**src/rtl/eight_req_priority_arbiter.sv**
```systemverilog
// Fixed-priority arbiter for 8 requesters (req[7] highest).
// A grant is locked to its owner until the owner releases it or the hold
// limit revokes it. A revoked owner is masked for one arbitration so that
// a lower-priority requester can get through.
module eight_req_priority_arbiter #(
  parameter int unsigned MAX_HOLD = 15,
  parameter int unsigned CNT_W    = 8
) (
  input  logic       clk,
  input  logic       rst_n,
  input  logic [7:0] req,
  output logic [7:0] gnt,
  output logic [2:0] gnt_id,
  output logic       gnt_valid,
  output logic       timeout_pulse,
  output logic       busy
);

  typedef enum logic {
    IDLE  = 1'b0,
    GRANT = 1'b1
  } state_t;

  state_t             state_p0, state_d;
  logic [7:0]         gnt_p0, gnt_d;
  logic [2:0]         id_p0, id_d;
  logic [7:0]         mask_p0, mask_d;
  logic [CNT_W-1:0]   cnt_p0, cnt_d;
  logic               tp_p0, tp_d;
  logic [7:0]         elig;

  // Highest set index of v; 0 when v is zero (same coding as gnt_id).
  function automatic logic [2:0] prio_enc(input logic [7:0] v);
    logic [2:0] idx;
    idx = 3'd0;
    for (int i = 0; i < 8; i++) begin
      if (v[i]) idx = 3'(i);
    end
    return idx;
  endfunction

  assign elig = req & ~mask_p0;

  // Next-state and next-output decode; release wins over timeout.
  always_comb begin
    state_d = state_p0;
    gnt_d   = gnt_p0;
    id_d    = id_p0;
    mask_d  = mask_p0;
    cnt_d   = cnt_p0;
    tp_d    = 1'b0;
    case (state_p0)
      IDLE: begin
        // The mask only ever blocks a single arbitration.
        mask_d = 8'h00;
        gnt_d  = 8'h00;
        id_d   = 3'd0;
        cnt_d  = '0;
        if (|elig) begin
          id_d    = prio_enc(elig);
          gnt_d   = 8'(1) << id_d;
          cnt_d   = CNT_W'(1);
          state_d = GRANT;
        end
      end
      GRANT: begin
        if (!req[id_p0]) begin
          gnt_d   = 8'h00;
          id_d    = 3'd0;
          cnt_d   = '0;
          state_d = IDLE;
        end else if (cnt_p0 == CNT_W'(MAX_HOLD)) begin
          mask_d  = gnt_p0;
          gnt_d   = 8'h00;
          id_d    = 3'd0;
          cnt_d   = '0;
          tp_d    = 1'b1;
          state_d = IDLE;
        end else begin
          cnt_d = cnt_p0 + CNT_W'(1);
        end
      end
      default: begin
        gnt_d   = 8'h00;
        id_d    = 3'd0;
        mask_d  = 8'h00;
        cnt_d   = '0;
        state_d = IDLE;
      end
    endcase
  end

  // State and output registers, cleared asynchronously.
  always_ff @(posedge clk or negedge rst_n) begin
    if (!rst_n) begin
      state_p0 <= IDLE;
      gnt_p0   <= 8'h00;
      id_p0    <= 3'd0;
      mask_p0  <= 8'h00;
      cnt_p0   <= '0;
      tp_p0    <= 1'b0;
    end else begin
      state_p0 <= state_d;
      gnt_p0   <= gnt_d;
      id_p0    <= id_d;
      mask_p0  <= mask_d;
      cnt_p0   <= cnt_d;
      tp_p0    <= tp_d;
    end
  end

  assign gnt           = gnt_p0;
  assign gnt_id        = id_p0;
  assign gnt_valid     = |gnt_p0;
  assign timeout_pulse = tp_p0;
  assign busy          = (state_p0 == GRANT);

  a_onehot : assert property (@(posedge clk) disable iff (!rst_n)
    $onehot0(gnt));
  a_valid : assert property (@(posedge clk) disable iff (!rst_n)
    gnt_valid == (|gnt));
  a_id : assert property (@(posedge clk) disable iff (!rst_n)
    gnt_id == prio_enc(gnt));
  a_hold_range : assert property (@(posedge clk) disable iff (!rst_n)
    gnt_valid |-> (cnt_p0 != '0 && cnt_p0 <= CNT_W'(MAX_HOLD)));
  a_hold_run : assert property (@(posedge clk) disable iff (!rst_n)
    (gnt_valid && $past(gnt_valid)) |->
      (gnt == $past(gnt) && cnt_p0 == $past(cnt_p0) + CNT_W'(1)));
  a_tp_drop : assert property (@(posedge clk) disable iff (!rst_n)
    timeout_pulse |-> (gnt == 8'h00));

endmodule

```
**config.mk**
```make
export PLATFORM = sky130hd
export DESIGN_NAME = eight_req_priority_arbiter
export DESIGN_NICKNAME = d
export VERILOG_FILES = /design/src/rtl/eight_req_priority_arbiter.sv
export SDC_FILE = /design/constraint.sdc
export NUM_CORES = 1
export LEC_CHECK = 0
export ABC_CLOCK_PERIOD_IN_PS = 2700
export CAP_MARGIN = 20
export CORE_AREA = 2 2 55 57
export DETAILED_ROUTE_END_ITERATION = 12
export DIE_AREA = 0 0 57 59
export PLACE_DENSITY = 0.91
export SKIP_LAST_GASP = 1
export SLEW_MARGIN = 20
export SYNTH_ARGS = -nofsm -noshare
export SYNTH_HDL_FRONTEND = slang
export SYNTH_SLANG_ARGS = --single-unit
```
**constraint.sdc**
```tcl
create_clock -name clk -period 2.7 [get_ports clk]
set_input_delay 0.405 -clock clk [delete_from_list [all_inputs] [get_ports clk]]
set_output_delay 0.405 -clock clk [all_outputs]
set_load 0.02 [all_outputs]
```
# --- Word level (Yosys, flattened, before mapping) ---
# Cells that the tools add are included.
word_totals:
  regBits: 29
  out_inout_bits: 14
  wordCells: 52
op_classes:
  add_sub_neg: 1
  n_lt_le_gt_ge: 1
  n_eq_ne: 4
  shift: 1
  n_mux: 33
  bitwise_logic: 3
  reduce_logical: 3
ops:
  columns: ["op", "count"]
  rows:
  - ["2-to-1 mux 8 bit", 7]
  - ["case mux 8 bit (2 select lines)", 3]
  - ["2-to-1 mux 3 bit", 11]
  - ["OR reduction 8 bit", 2]
  - ["2-to-1 mux 1 bit", 9]
  - ["adder 8 x 1 -> 8 bit (second input constant)", 1]
  - ["AND 8 bit", 1]
  - ["== test 8 x 4 -> 1 bit (second input constant)", 1]
  - ["NOT 8 bit", 1]
  - ["left shift 1 x 3 -> 8 bit (first input constant)", 1]
  - ["case mux 3 bit (2 select lines)", 1]
  - ["less-than comparator 3 x 4 -> 1 bit (second input constant)", 1]
  - ["inequality test 2 x 1 -> 1 bit (second input constant)", 2]
  - ["binary-select mux 1 bit (select 3 bit)", 1]
  - ["inequality test 3 x 2 -> 1 bit (second input constant)", 1]
  - ["case mux 1 bit (2 select lines)", 1]
  - ["AND reduction 2 bit", 1]
  - ["NOT 1 bit", 1]

# --- Depth between registers and ports, before layout ---
# Gate-level depths: netlist (run 1).
logic_depth:
  word_depth: 14
  mapped_depth: 6

# --- Least setup slack after synthesis (run 1) ---
# Ideal clock, no wire load.
synth_timing:
  path_type: "register to register"
  from: "register id_p0[0] (netlist: gnt_id[0])"
  to: "register cnt_p0[0]"
  setup_ns: 0.090
  t_arrival_ns: 1.663
  t_required_ns: 2.610
  path_slack_ns: 0.947
  path_stages_with_launch: 7
  path_buffers: 2
  synth_period_minus_slack_ns: 1.753
  cell_sequence: "dfrtp_1 > buf_4 > mux2i_1 > a22o_1 > or3_1 > buf_6 > o31ai_4"
synth_between:
  elab_chain_cells: 4
synth_lines:
  columns: ["element", "line_no", "source"]
  rows:
  - ["from (decl)", "26", "logic [2:0] id_p0, id_d;"]
  - ["from (signal assigned)", "105", "id_p0 <= id_d;"]
  - ["binary-select mux 1 bit (select 3 bit)", "67", "if (!req[id_p0]) begin"]
  - ["2-to-1 mux 1 bit (not written as such)", "67", null]
  - ["2-to-1 mux 8 bit", "67", null]
  - ["case mux 8 bit (2 select lines)", "52", "case (state_p0)"]
  - ["named net cnt_d[0]", "28", "logic [CNT_W-1:0] cnt_p0, cnt_d;"]
  - ["to (signal assigned)", "107", "cnt_p0 <= cnt_d;"]
  - ["to (decl)", "28", null]
# The timed path passes the listed nets, and every way through them passes these cells. The select of a mux whose other input is x is not followed.
# A chain may end at the register's enable or synchronous reset.

# --- Final worst setup path (run 1) ---
layout_timing:
  from: "register state_p0 (netlist: busy)"
  to: "output port busy"
layout_lines:
  columns: ["element", "line_no", "source"]
  rows:
  - ["from (decl)", "24", "state_t state_p0, state_d;"]
  - ["from (signal assigned)", "103", "state_p0 <= state_d;"]
  - ["to (decl)", "16", "output logic busy"]
# No word-level cell between the ends.

==> results.sh, run 1 <==
export IMPL_r2r_start="cnt_p0[0]"
export IMPL_syn_to_final_growth_pct=21.0
export IMPL_cts_hold_buf=0
export IMPL_grt_usage=0.206
export IMPL_die_w_um=57
export IMPL_fin_skew_ns=0.00839
export IMPL_startpoint="busy"
export IMPL_p_comb_frac=0.388
export IMPL_root_buffer="clkbuf_4"
export IMPL_synthesis_area_um2=1500
export IMPL_synth_seq_cells=29
export IMPL_antenna_found_initial=0
export IMPL_path_delay_family="flip-flops"
export IMPL_gp_congestion=0.900
export IMPL_wl_per_cell_um=15.8
export IMPL_grt_max_degree=30
export IMPL_final_period_utilization=0.840
export IMPL_diodes=0
export IMPL_path_clk_slew_ns=0.09
export IMPL_antenna_left=0
export IMPL_drt_first_pass_iters=5
export IMPL_p_int_uw=931
export IMPL_hpwl_mm=2.32
export IMPL_tightestPinTransition_ns=0.710
export IMPL_setup_viol=0
export IMPL_ys_seq_area_frac=0.483
export IMPL_fmax_ghz=0.441
export IMPL_crit_type="reg -> out"
export IMPL_synth_fp_nets=154
export IMPL_postCtsSetupRepairBufs=0
export IMPL_drt_iter0_markers=45
export IMPL_synthCells=143
export IMPL_drv_cap=0
export IMPL_r2r_end="gnt[1]"
export IMPL_numCtsBuffers=5
export IMPL_worst_path_buf_inv=1
export IMPL_hold_violations=0
export IMPL_p_clk_frac=0.198
export IMPL_leakagePower_uw=0.000755
export IMPL_synth_area_per_cell_um2=10.5
export IMPL_grt_pass1_wl_mm=5.25
export IMPL_h_tree_depth=2
export IMPL_critical_path_arrival_ns=1.86
export IMPL_startpoint_type="flop"
export IMPL_rsz0062_at_grt="false"
export IMPL_routed_wirelength_mm=3.19
export IMPL_slowest_stage="dfrtp_1"
export IMPL_peakVddDrop_uv=590
export IMPL_fin_nets=181
export IMPL_dieArea_um2=3360
export IMPL_cp_max_fo=23
export IMPL_cp_slowest_stage_delay_ns=0.81
export IMPL_seq_power_share=0.414
export IMPL_grt_overflow_total=0
export IMPL_layout_drive_gt1_share=0.123
export IMPL_clock_sinks=29
export IMPL_core_area_um2=2710
export IMPL_fin_tns_setup_ns=0
export IMPL_rrSetupSlack_ns=0.70
export IMPL_fillers=212
export IMPL_placementRows=19
export IMPL_io_pins=24
export IMPL_required_ns=2.30
export IMPL_start_util=0.555
export IMPL_cts_buffer_depth=2
export IMPL_clk_latency_ns=0.33
export IMPL_pwr_density_cell_nw_per_um2=843
export IMPL_cts_resized=0
export IMPL_setup_worst_path_end_class="output port"
export IMPL_hold_path_class="in -> async"
export IMPL_relSlewSlack=0.526
export IMPL_fin_crit_ns=2.27
export IMPL_p_sw_uw=605
export IMPL_via_count=1169
export IMPL_reg2reg_depth=6
export IMPL_synth_warnings=0
export IMPL_status="complete, no violations"
export IMPL_via_per_inst=5.79
export IMPL_slew_violations=0
export IMPL_die_y_um=59
export IMPL_grt_pass1_vias=1168
export IMPL_cts_tree="yes"
export IMPL_path_cells="clkdlybuf4s50_1"
export IMPL_ys_types=34
export IMPL_switching_share=0.394
export IMPL_io_buffer_count=23
export IMPL_drc=0
export IMPL_totalPowerFinal_uw=1540
## how the worst max path moves through the flow
stage,endpoint,cells after the start
2_1_floorplan,cnt_p0[0],6
3_3_place_gp,gnt[1],5
3_5_place_dp,gnt[1],6
4_1_cts,busy,1
5_1_grt,busy,1
6_report,busy,1
## power by group through the flow
stage	clock network (uW)	registers [uW]	logic [uW]
floorplan	0	630	427
CTS	310	631	598
finish	303	636	596
detailed placement	0	638	598
global placement	0	635	582
global route	327	647	646
## state kept, by name (all words and copies together) (netlist names)
name / cells
gnt_id: 3
gnt: 8
busy: 1
mask_p0: 8
timeout_pulse: 1
cnt_p0: 8
## metrics by stage
step | area [um2] | setup slack, ns | cells | utilization | hold slack, ns
2_1_floorplan | 1500 | 0.947 | 143 | - | 0.109
4_1_cts | 1820 | 0.440 | 202 | 0.672 | 0.469
3_3_place_gp | 1750 | 0.546 | 194 | 0.646 | 0.519
3_5_place_dp | 1750 | 0.519 | 194 | 0.646 | 0.526
5_1_grt | 1820 | 0.377 | 202 | 0.672 | 0.477
6_report | 1820 | 0.432 | 202 | 0.672 | 0.458
## final cells by class
cell class	count	area (um2)	area share
Sequential cell	29	726	0.399
Tap cell	31	38.8	0.0213
Clock inverter	1	5.00	0.00275
Multi-Input combinational cell	105	726	0.399
Timing Repair Buffer	25	245	0.135
Clock buffer	7	65.1	0.0357
Inverter	4	15.0	0.00825
## synthesized netlist by cell type, drive strengths merged
cell	instances	area, um2
nand3	2	10.0
buf	3	30.0
o2bb2ai	2	17.5
a41o	1	10.0
nand2b	6	37.5
mux2i	10	100
a2bb2oi	1	8.76
o21ai	3	15.0
or3	1	6.26
dfrtp	29	726
o31ai	1	21.3
and2b	1	8.76
nor2	10	37.5
or4	1	7.51
a21oi	4	20.0
xor2	1	8.76
o21a	2	15.0
a32o	1	10.0
nand2	22	82.6
ha	1	12.5
inv	4	15.0
a22o	9	78.8
o22ai	1	12.5
nor2b	6	37.5
nor4	5	43.8
mux2	2	22.5
clkbuf	2	7.51
nor3	8	66.3
xnor2	4	35.0
## cell families after synthesis
| group | synth area share |
|---|---|
| AND/OR/NAND/NOR | 0.225 |
| flip-flops | 0.483 |
| AO/OA/AOI/OAI | 0.139 |
| multiplexers | 0.0815 |
| buffers and inverters | 0.0349 |
| XOR/XNOR | 0.0291 |
| adder cells (fa/ha/maj) | 0.00832 |
## per-layer routing
metal	part of all wire	GRT usage
met1	0.44	0.244
met2	0.49	0.351
met3	0.047	0.0655
met4	0.017	0.0831
met5	0	0
## cells in the final DEF (no fill, tap or decap), types with 2 or more instances in the layout
cell / Yosys / layout
dfrtp_1: 29 / 29
clkdlybuf4s50_1: 0 / 23
nand2_1: 22 / 22
nor2_1: 10 / 10
mux2i_1: 10 / 10
a22o_1: 9 / 9
nand2b_1: 6 / 6
nor2b_1: 6 / 6
clkbuf_4: 0 / 5
inv_1: 4 / 4
xnor2_1: 4 / 4
nor3_1: 4 / 4
a21oi_1: 4 / 4
nor4_1: 3 / 3
nor3_2: 3 / 3
mux2_2: 2 / 2
nand3_1: 2 / 2
o21a_1: 2 / 2
nor4_2: 2 / 2
o21ai_0: 2 / 2
o2bb2ai_1: 2 / 2
clkbuf_8: 0 / 2
buf_4: 1 / 2
Power figures use the tool's default switching activity.
==> run 2, diff against run 1 <==
--- a/config.mk
+++ b/config.mk
@@ -5,12 +5,12 @@
 export SDC_FILE = /design/constraint.sdc
 export NUM_CORES = 1
 export LEC_CHECK = 0
-export ABC_CLOCK_PERIOD_IN_PS = 2700
+export ABC_CLOCK_PERIOD_IN_PS = 2200
 export CAP_MARGIN = 20
-export CORE_AREA = 2 2 55 57
+export CORE_AREA = 2 2 57 59
 export DETAILED_ROUTE_END_ITERATION = 12
-export DIE_AREA = 0 0 57 59
-export PLACE_DENSITY = 0.91
+export DIE_AREA = 0 0 59 61
+export PLACE_DENSITY = 0.86
 export SKIP_LAST_GASP = 1
 export SLEW_MARGIN = 20
 export SYNTH_ARGS = -nofsm -noshare
==> constraint.sdc (replaced) <==
create_clock -name clk -period 2.2 [get_ports clk]
set_input_delay 0.33 -clock clk [delete_from_list [all_inputs] [get_ports clk]]
set_output_delay 0.33 -clock clk [all_outputs]
set_load 0.02 [all_outputs]
==> run 2 against run 1 <==
Die area grew 7.0%. Sequential share of layout area shrank 0.67 points. Register-to-register slack lost 0.38 ns. Final cell count grew 3.0%. Sequential cell count is the same. First-iteration DRC count grew 62%. Clock power grew 7.6%. Core utilization shrank 4.5 points. Cell area grew 1.7%. Critical path depth grew 2. Worst setup slack lost 0.34 ns. Wire length grew 9.9%. Critical endpoint is now gnt_valid.
==> results.sh, run 2 (synthesis gave the netlist of run 1 again) <==
export IMPL_pwr_density_cell_nw_per_um2=1040
export IMPL_h_tree_depth=2
export IMPL_antenna_found_initial=0
export IMPL_path_clk_slew_ns=0.09
export IMPL_placed_cells=201
export IMPL_grt_pass1_vias=1329
export IMPL_cp_max_fo=4
export IMPL_die_w_um=59
export IMPL_status="complete, no violations"
export IMPL_antenna_left=0
export IMPL_hold_path_class="in -> async"
export IMPL_hold_violations=0
export IMPL_io_buffer_count=23
export IMPL_grt_pass1_wl_mm=5.87
export IMPL_drt_first_pass_iters=4
export IMPL_grt_overflow_total=0
export IMPL_critical_path_arrival_ns=1.78
export IMPL_peakVddDrop_uv=440
export IMPL_r2r_end="busy"
export IMPL_fin_crit_ns=2.11
export IMPL_drc=0
export IMPL_io_pins=24
export IMPL_setup_worst_path_end_class="output port"
export IMPL_relSlewSlack=0.710
export IMPL_leakagePower_uw=0.000771
export IMPL_fin_area_um2=1850
export IMPL_slew_violations=0
export IMPL_die_y_um=61
export IMPL_fmax_ghz=0.475
export IMPL_syn_to_final_growth_pct=23.1
export IMPL_diodes=0
export IMPL_fin_nets=186
export IMPL_layout_drive_gt1_share=0.143
export IMPL_root_buffer="clkbuf_4"
export IMPL_grt_usage=0.222
export IMPL_wl_per_cell_um=16.8
export IMPL_via_per_inst=5.89
export IMPL_cts_hold_buf=0
export IMPL_hpwl_mm=2.61
export IMPL_clock_sinks=29
export IMPL_cts_tree="yes"
export IMPL_dieArea_um2=3600
export IMPL_r2r_start="gnt_id[0]"
export IMPL_rrSetupSlack_ns=0.32
export IMPL_final_cell_mix="dfrtp_1, clkdlybuf4s50_1, nand2_1, nor2_1, mux2i_1"
export IMPL_via_count=1226
export IMPL_crit_type="reg -> out"
export IMPL_cts_buffer_depth=2
export IMPL_numCtsBuffers=5
export IMPL_grt_max_degree=30
export IMPL_layout_commonest_cell="dfrtp_1"
export IMPL_placed_cell_area_um2=1790
export IMPL_reg2reg_depth=4
export IMPL_startpoint_type="flop"
export IMPL_start_util=0.509
export IMPL_drt_iter0_markers=73
export IMPL_placementRows=20
export IMPL_setup_viol=0
export IMPL_startpoint="gnt[6]"
export IMPL_required_ns=1.87
export IMPL_hold_ws_ns=0.378
export IMPL_final_cells=208
export IMPL_final_period_utilization=0.957
export IMPL_tightestPinTransition_ns=0.435
export IMPL_gp_congestion=0.886
export IMPL_core_area_um2=2950
export IMPL_rsz0062_at_grt="false"
export IMPL_fin_skew_ns=0.00422
export IMPL_cp_endpoint="gnt_valid"
export IMPL_fin_tns_setup_ns=0
export IMPL_drv_cap=0
export IMPL_routed_wirelength_mm=3.50
export IMPL_postCtsSetupRepairBufs=0
export IMPL_clk_latency_ns=0.32
-- run 2: cell types whose count changed in the layout (fill, tap and decap cells not counted), sizes merged --
cell    change
buf         +5
clkinv      -1
-- run 2: worst min-delay path by stage --
stage / endpoint / startpoint / slack, ns / cells after the start
6_report: mask_p0[5] / rst_n / 0.38 / 2
5_1_grt: gnt[5] / rst_n / 0.40 / 2
4_1_cts: mask_p0[4] / rst_n / 0.38 / 2
3_5_place_dp: mask_p0[4] / mask_p0[4] / 0.54 / 2
3_3_place_gp: mask_p0[0] / mask_p0[0] / 0.52 / 2
2_1_floorplan: busy / rst_n / 0.03 / 0
-- run 2: timing repair --
item | in CTS | in global routing
setup endpoints to repair | 0 | 1
endpoints found under the hold margin | 0 | 0
resized for setup | 0 | 1
-- run 2: through the flow --
| step | power (uW) | util | setup WS [ns] |
|---|---|---|---|
| after floorplan | 1300 | - | 0.447 |
| after global placement | 1570 | 0.606 | 0.177 |
| after detailed placement | 1610 | 0.606 | 0.125 |
| after CTS | 1940 | 0.625 | 0.0378 |
| after global routing | 2060 | 0.627 | 0.0456 |
| final | 1930 | 0.627 | 0.0948 |
-- run 2: area by class of cell --
type	instances	area (um2)
fill	243	1100
multi-input combinational	105	732
sequential	29	726
timing repair buffer	30	283
clock buffer	7	55.1
tap	33	41.3
inverter	4	15.0
-- run 2: power breakdown --
group | total, uW | internal, uW | leakage, uW | switching [uW]
Sequential | 744 | 615 | 0.000391 | 129
Combinational | 864 | 402 | 0.000348 | 462
Clock | 326 | 151 | 0.0000314 | 175
-- run 2: routing by layer --
layer  global-route usage  part of all wire  wire length (um)
met1                0.236              0.39              1360
met2                0.397              0.52              1820
met3               0.0640             0.053               187
met4                0.123             0.038               133
met5                    0                 0                 0
-- run 2: critical path: stages, from the launching register on --
cell             delay [ns]
dfrtp_1                0.43
nor4_2                 0.39
nand2_1                0.09
clkdlybuf4s50_1        0.54
==> run 3, diff against run 2 <==
--- a/config.mk
+++ b/config.mk
@@ -7,10 +7,10 @@
 export LEC_CHECK = 0
 export ABC_CLOCK_PERIOD_IN_PS = 2200
 export CAP_MARGIN = 20
-export CORE_AREA = 2 2 57 59
+export CORE_AREA = 2 2 61 63
 export DETAILED_ROUTE_END_ITERATION = 12
-export DIE_AREA = 0 0 59 61
-export PLACE_DENSITY = 0.86
+export DIE_AREA = 0 0 63 65
+export PLACE_DENSITY = 0.78
 export SKIP_LAST_GASP = 1
 export SLEW_MARGIN = 20
 export SYNTH_ARGS = -nofsm -noshare
==> run 3 against run 2 <==
Clock skew grew 0.0038 ns. Largest cell class is now registers. Combinational power down 4.7%. Sequential cell count unchanged. Sequential power shrank 2%. Critical path depth is the same. Wire length fell by 1.2%. Hold slack better by 0.015 ns. Total power shrank 0.74%. Final cell count rose by 6.7%. Clock-buffer cell count unchanged. Sequential share of layout area down 0.26 points.
==> results.sh, run 3 (synthesis gave the netlist of run 1 again) <==
export IMPL_status="complete, no violations"
export IMPL_grt_usage=0.188
export IMPL_peakVddDrop_uv=498
export IMPL_drt_first_pass_iters=4
export IMPL_seq_power_share=0.381
export IMPL_grt_pass1_vias=1252
export IMPL_antenna_found_initial=0
export IMPL_antenna_left=0
export IMPL_h_tree_depth=2
export IMPL_hold_violations=0
export IMPL_routed_wirelength_mm=3.46
export IMPL_multi_input_area_um2=726
export IMPL_drc=0
export IMPL_critical_path_arrival_ns=1.68
export IMPL_relSlewSlack=0.682
export IMPL_grt_max_degree=30
export IMPL_fin_crit_ns=2.01
export IMPL_fmax_ghz=0.497
export IMPL_p_int_uw=1170
export IMPL_syn_to_final_growth_pct=24.0
export IMPL_required_ns=1.87
export IMPL_fin_skew_ns=0.00803
export IMPL_cts_buffer_depth=2
export IMPL_setup_worst_path_end_class="output port"
export IMPL_cp_max_fo=4
export IMPL_wl_per_cell_um=15.6
export IMPL_tightestPinTransition_ns=0.473
export IMPL_cts_hold_buf=0
export IMPL_postCtsSetupRepairBufs=0
export IMPL_fin_nets=184
export IMPL_clk_latency_ns=0.33
export IMPL_fin_tns_setup_ns=0
export IMPL_diodes=0
export IMPL_final_period_utilization=0.914
export IMPL_hold_path_class="in -> async"
export IMPL_grt_overflow_total=0
export IMPL_p_clk_frac=0.190
export IMPL_pwr_density_cell_nw_per_um2=1030
export IMPL_p_sw_uw=751
export IMPL_clock_sinks=29
export IMPL_crit_type="reg -> out"
export IMPL_layout_drive_gt1_share=0.138
export IMPL_path_clk_slew_ns=0.09
export IMPL_via_count=1198
export IMPL_gp_congestion=0.883
export IMPL_drv_cap=0
export IMPL_grt_pass1_wl_mm=5.84
export IMPL_numCtsBuffers=5
export IMPL_switching_share=0.391
export IMPL_io_pins=24
export IMPL_drt_iter0_markers=37
export IMPL_rsz0062_at_grt="false"
export IMPL_hold_ws_ns=0.393
export IMPL_via_per_inst=5.40
export IMPL_die_y_um=65
export IMPL_cts_resized=0
export IMPL_hpwl_mm=2.57
export IMPL_io_buffer_count=23
export IMPL_fillers=305
export IMPL_placementRows=22
export IMPL_slew_violations=0
export IMPL_p_comb_frac=0.429
export IMPL_start_util=0.430
export IMPL_startpoint_type="flop"
export IMPL_layout_commonest_cell="dfrtp_1"
export IMPL_final_cell_mix="dfrtp_1, clkdlybuf4s50_1, nand2_1, nor2_1, mux2i_1"
export IMPL_setup_viol=0
export IMPL_dieArea_um2=4100
export IMPL_cts_tree="yes"
export IMPL_core_area_um2=3500
export IMPL_root_buffer="clkbuf_4"
export IMPL_seqCellArea_um2=726
export IMPL_leakagePower_uw=0.000770
export IMPL_die_w_um=63
## run 3: cell count changes in the layout (fill, tap and decap cells not counted), sizes merged
cell    change
buf         -2
clkinv      +1
## run 3: area by class of cell
type                       instances  area share
sequential                        29       0.389
timing repair buffer              28       0.144
inverter                           4     0.00805
clock buffer                       7      0.0349
clock inverter                     1     0.00268
multi-input combinational        105       0.389
tap                               48      0.0322
## run 3: critical path, stage by stage (launching register included)
cell and delay (ns):
dfrtp_1 0.43, nor4_1 0.30, nand2_1 0.08, clkdlybuf4s50_1 0.54
## run 3: metrics by stage
stage          total power [uW]  instance area (um2)  setup slack, ns  utilization  std cells
6_report                   1920                 1860            0.189        0.533        222
5_1_grt                    2030                 1860           0.0627        0.533        222
4_1_cts                    1940                 1860            0.177        0.533        222
3_5_place_dp               1560                 1790            0.131        0.513        214
3_3_place_gp               1540                 1790            0.179        0.513        214
2_1_floorplan              1300                 1500            0.447            -        143
## run 3: power by group through the flow
stage | clock network, uW | logic [uW] | registers (uW)
2_1_floorplan | 0 | 524 | 773
3_3_place_gp | 0 | 806 | 737
3_5_place_dp | 0 | 821 | 742
4_1_cts | 381 | 830 | 729
5_1_grt | 410 | 878 | 742
6_report | 365 | 823 | 731
## run 3: path summary, 6_finish.rpt
check | startpoint | end | cells after the start | slack, ns
max | gnt[2] | gnt_valid | 3 | 0.19
min | rst_n | mask_p0[5] | 2 | 0.39
max reg2reg | cnt_p0[5] | gnt[7] | 5 | 0.34
min reg2reg | mask_p0[0] | mask_p0[0] | 2 | 0.53
max in group asynchronous | rst_n | cnt_p0[7] | 2 | 1.53
min in group clk | mask_p0[0] | mask_p0[0] | 2 | 0.53
## run 3: per-layer routing
layer,GRT usage,vias up,share of wire,wire (um)
li1,-,566,-,-
met1,0.217,586,0.42,1450
met2,0.322,35,0.50,1740
met3,0.0573,11,0.052,179
met4,0.0806,0,0.026,91
met5,0,-,0,0
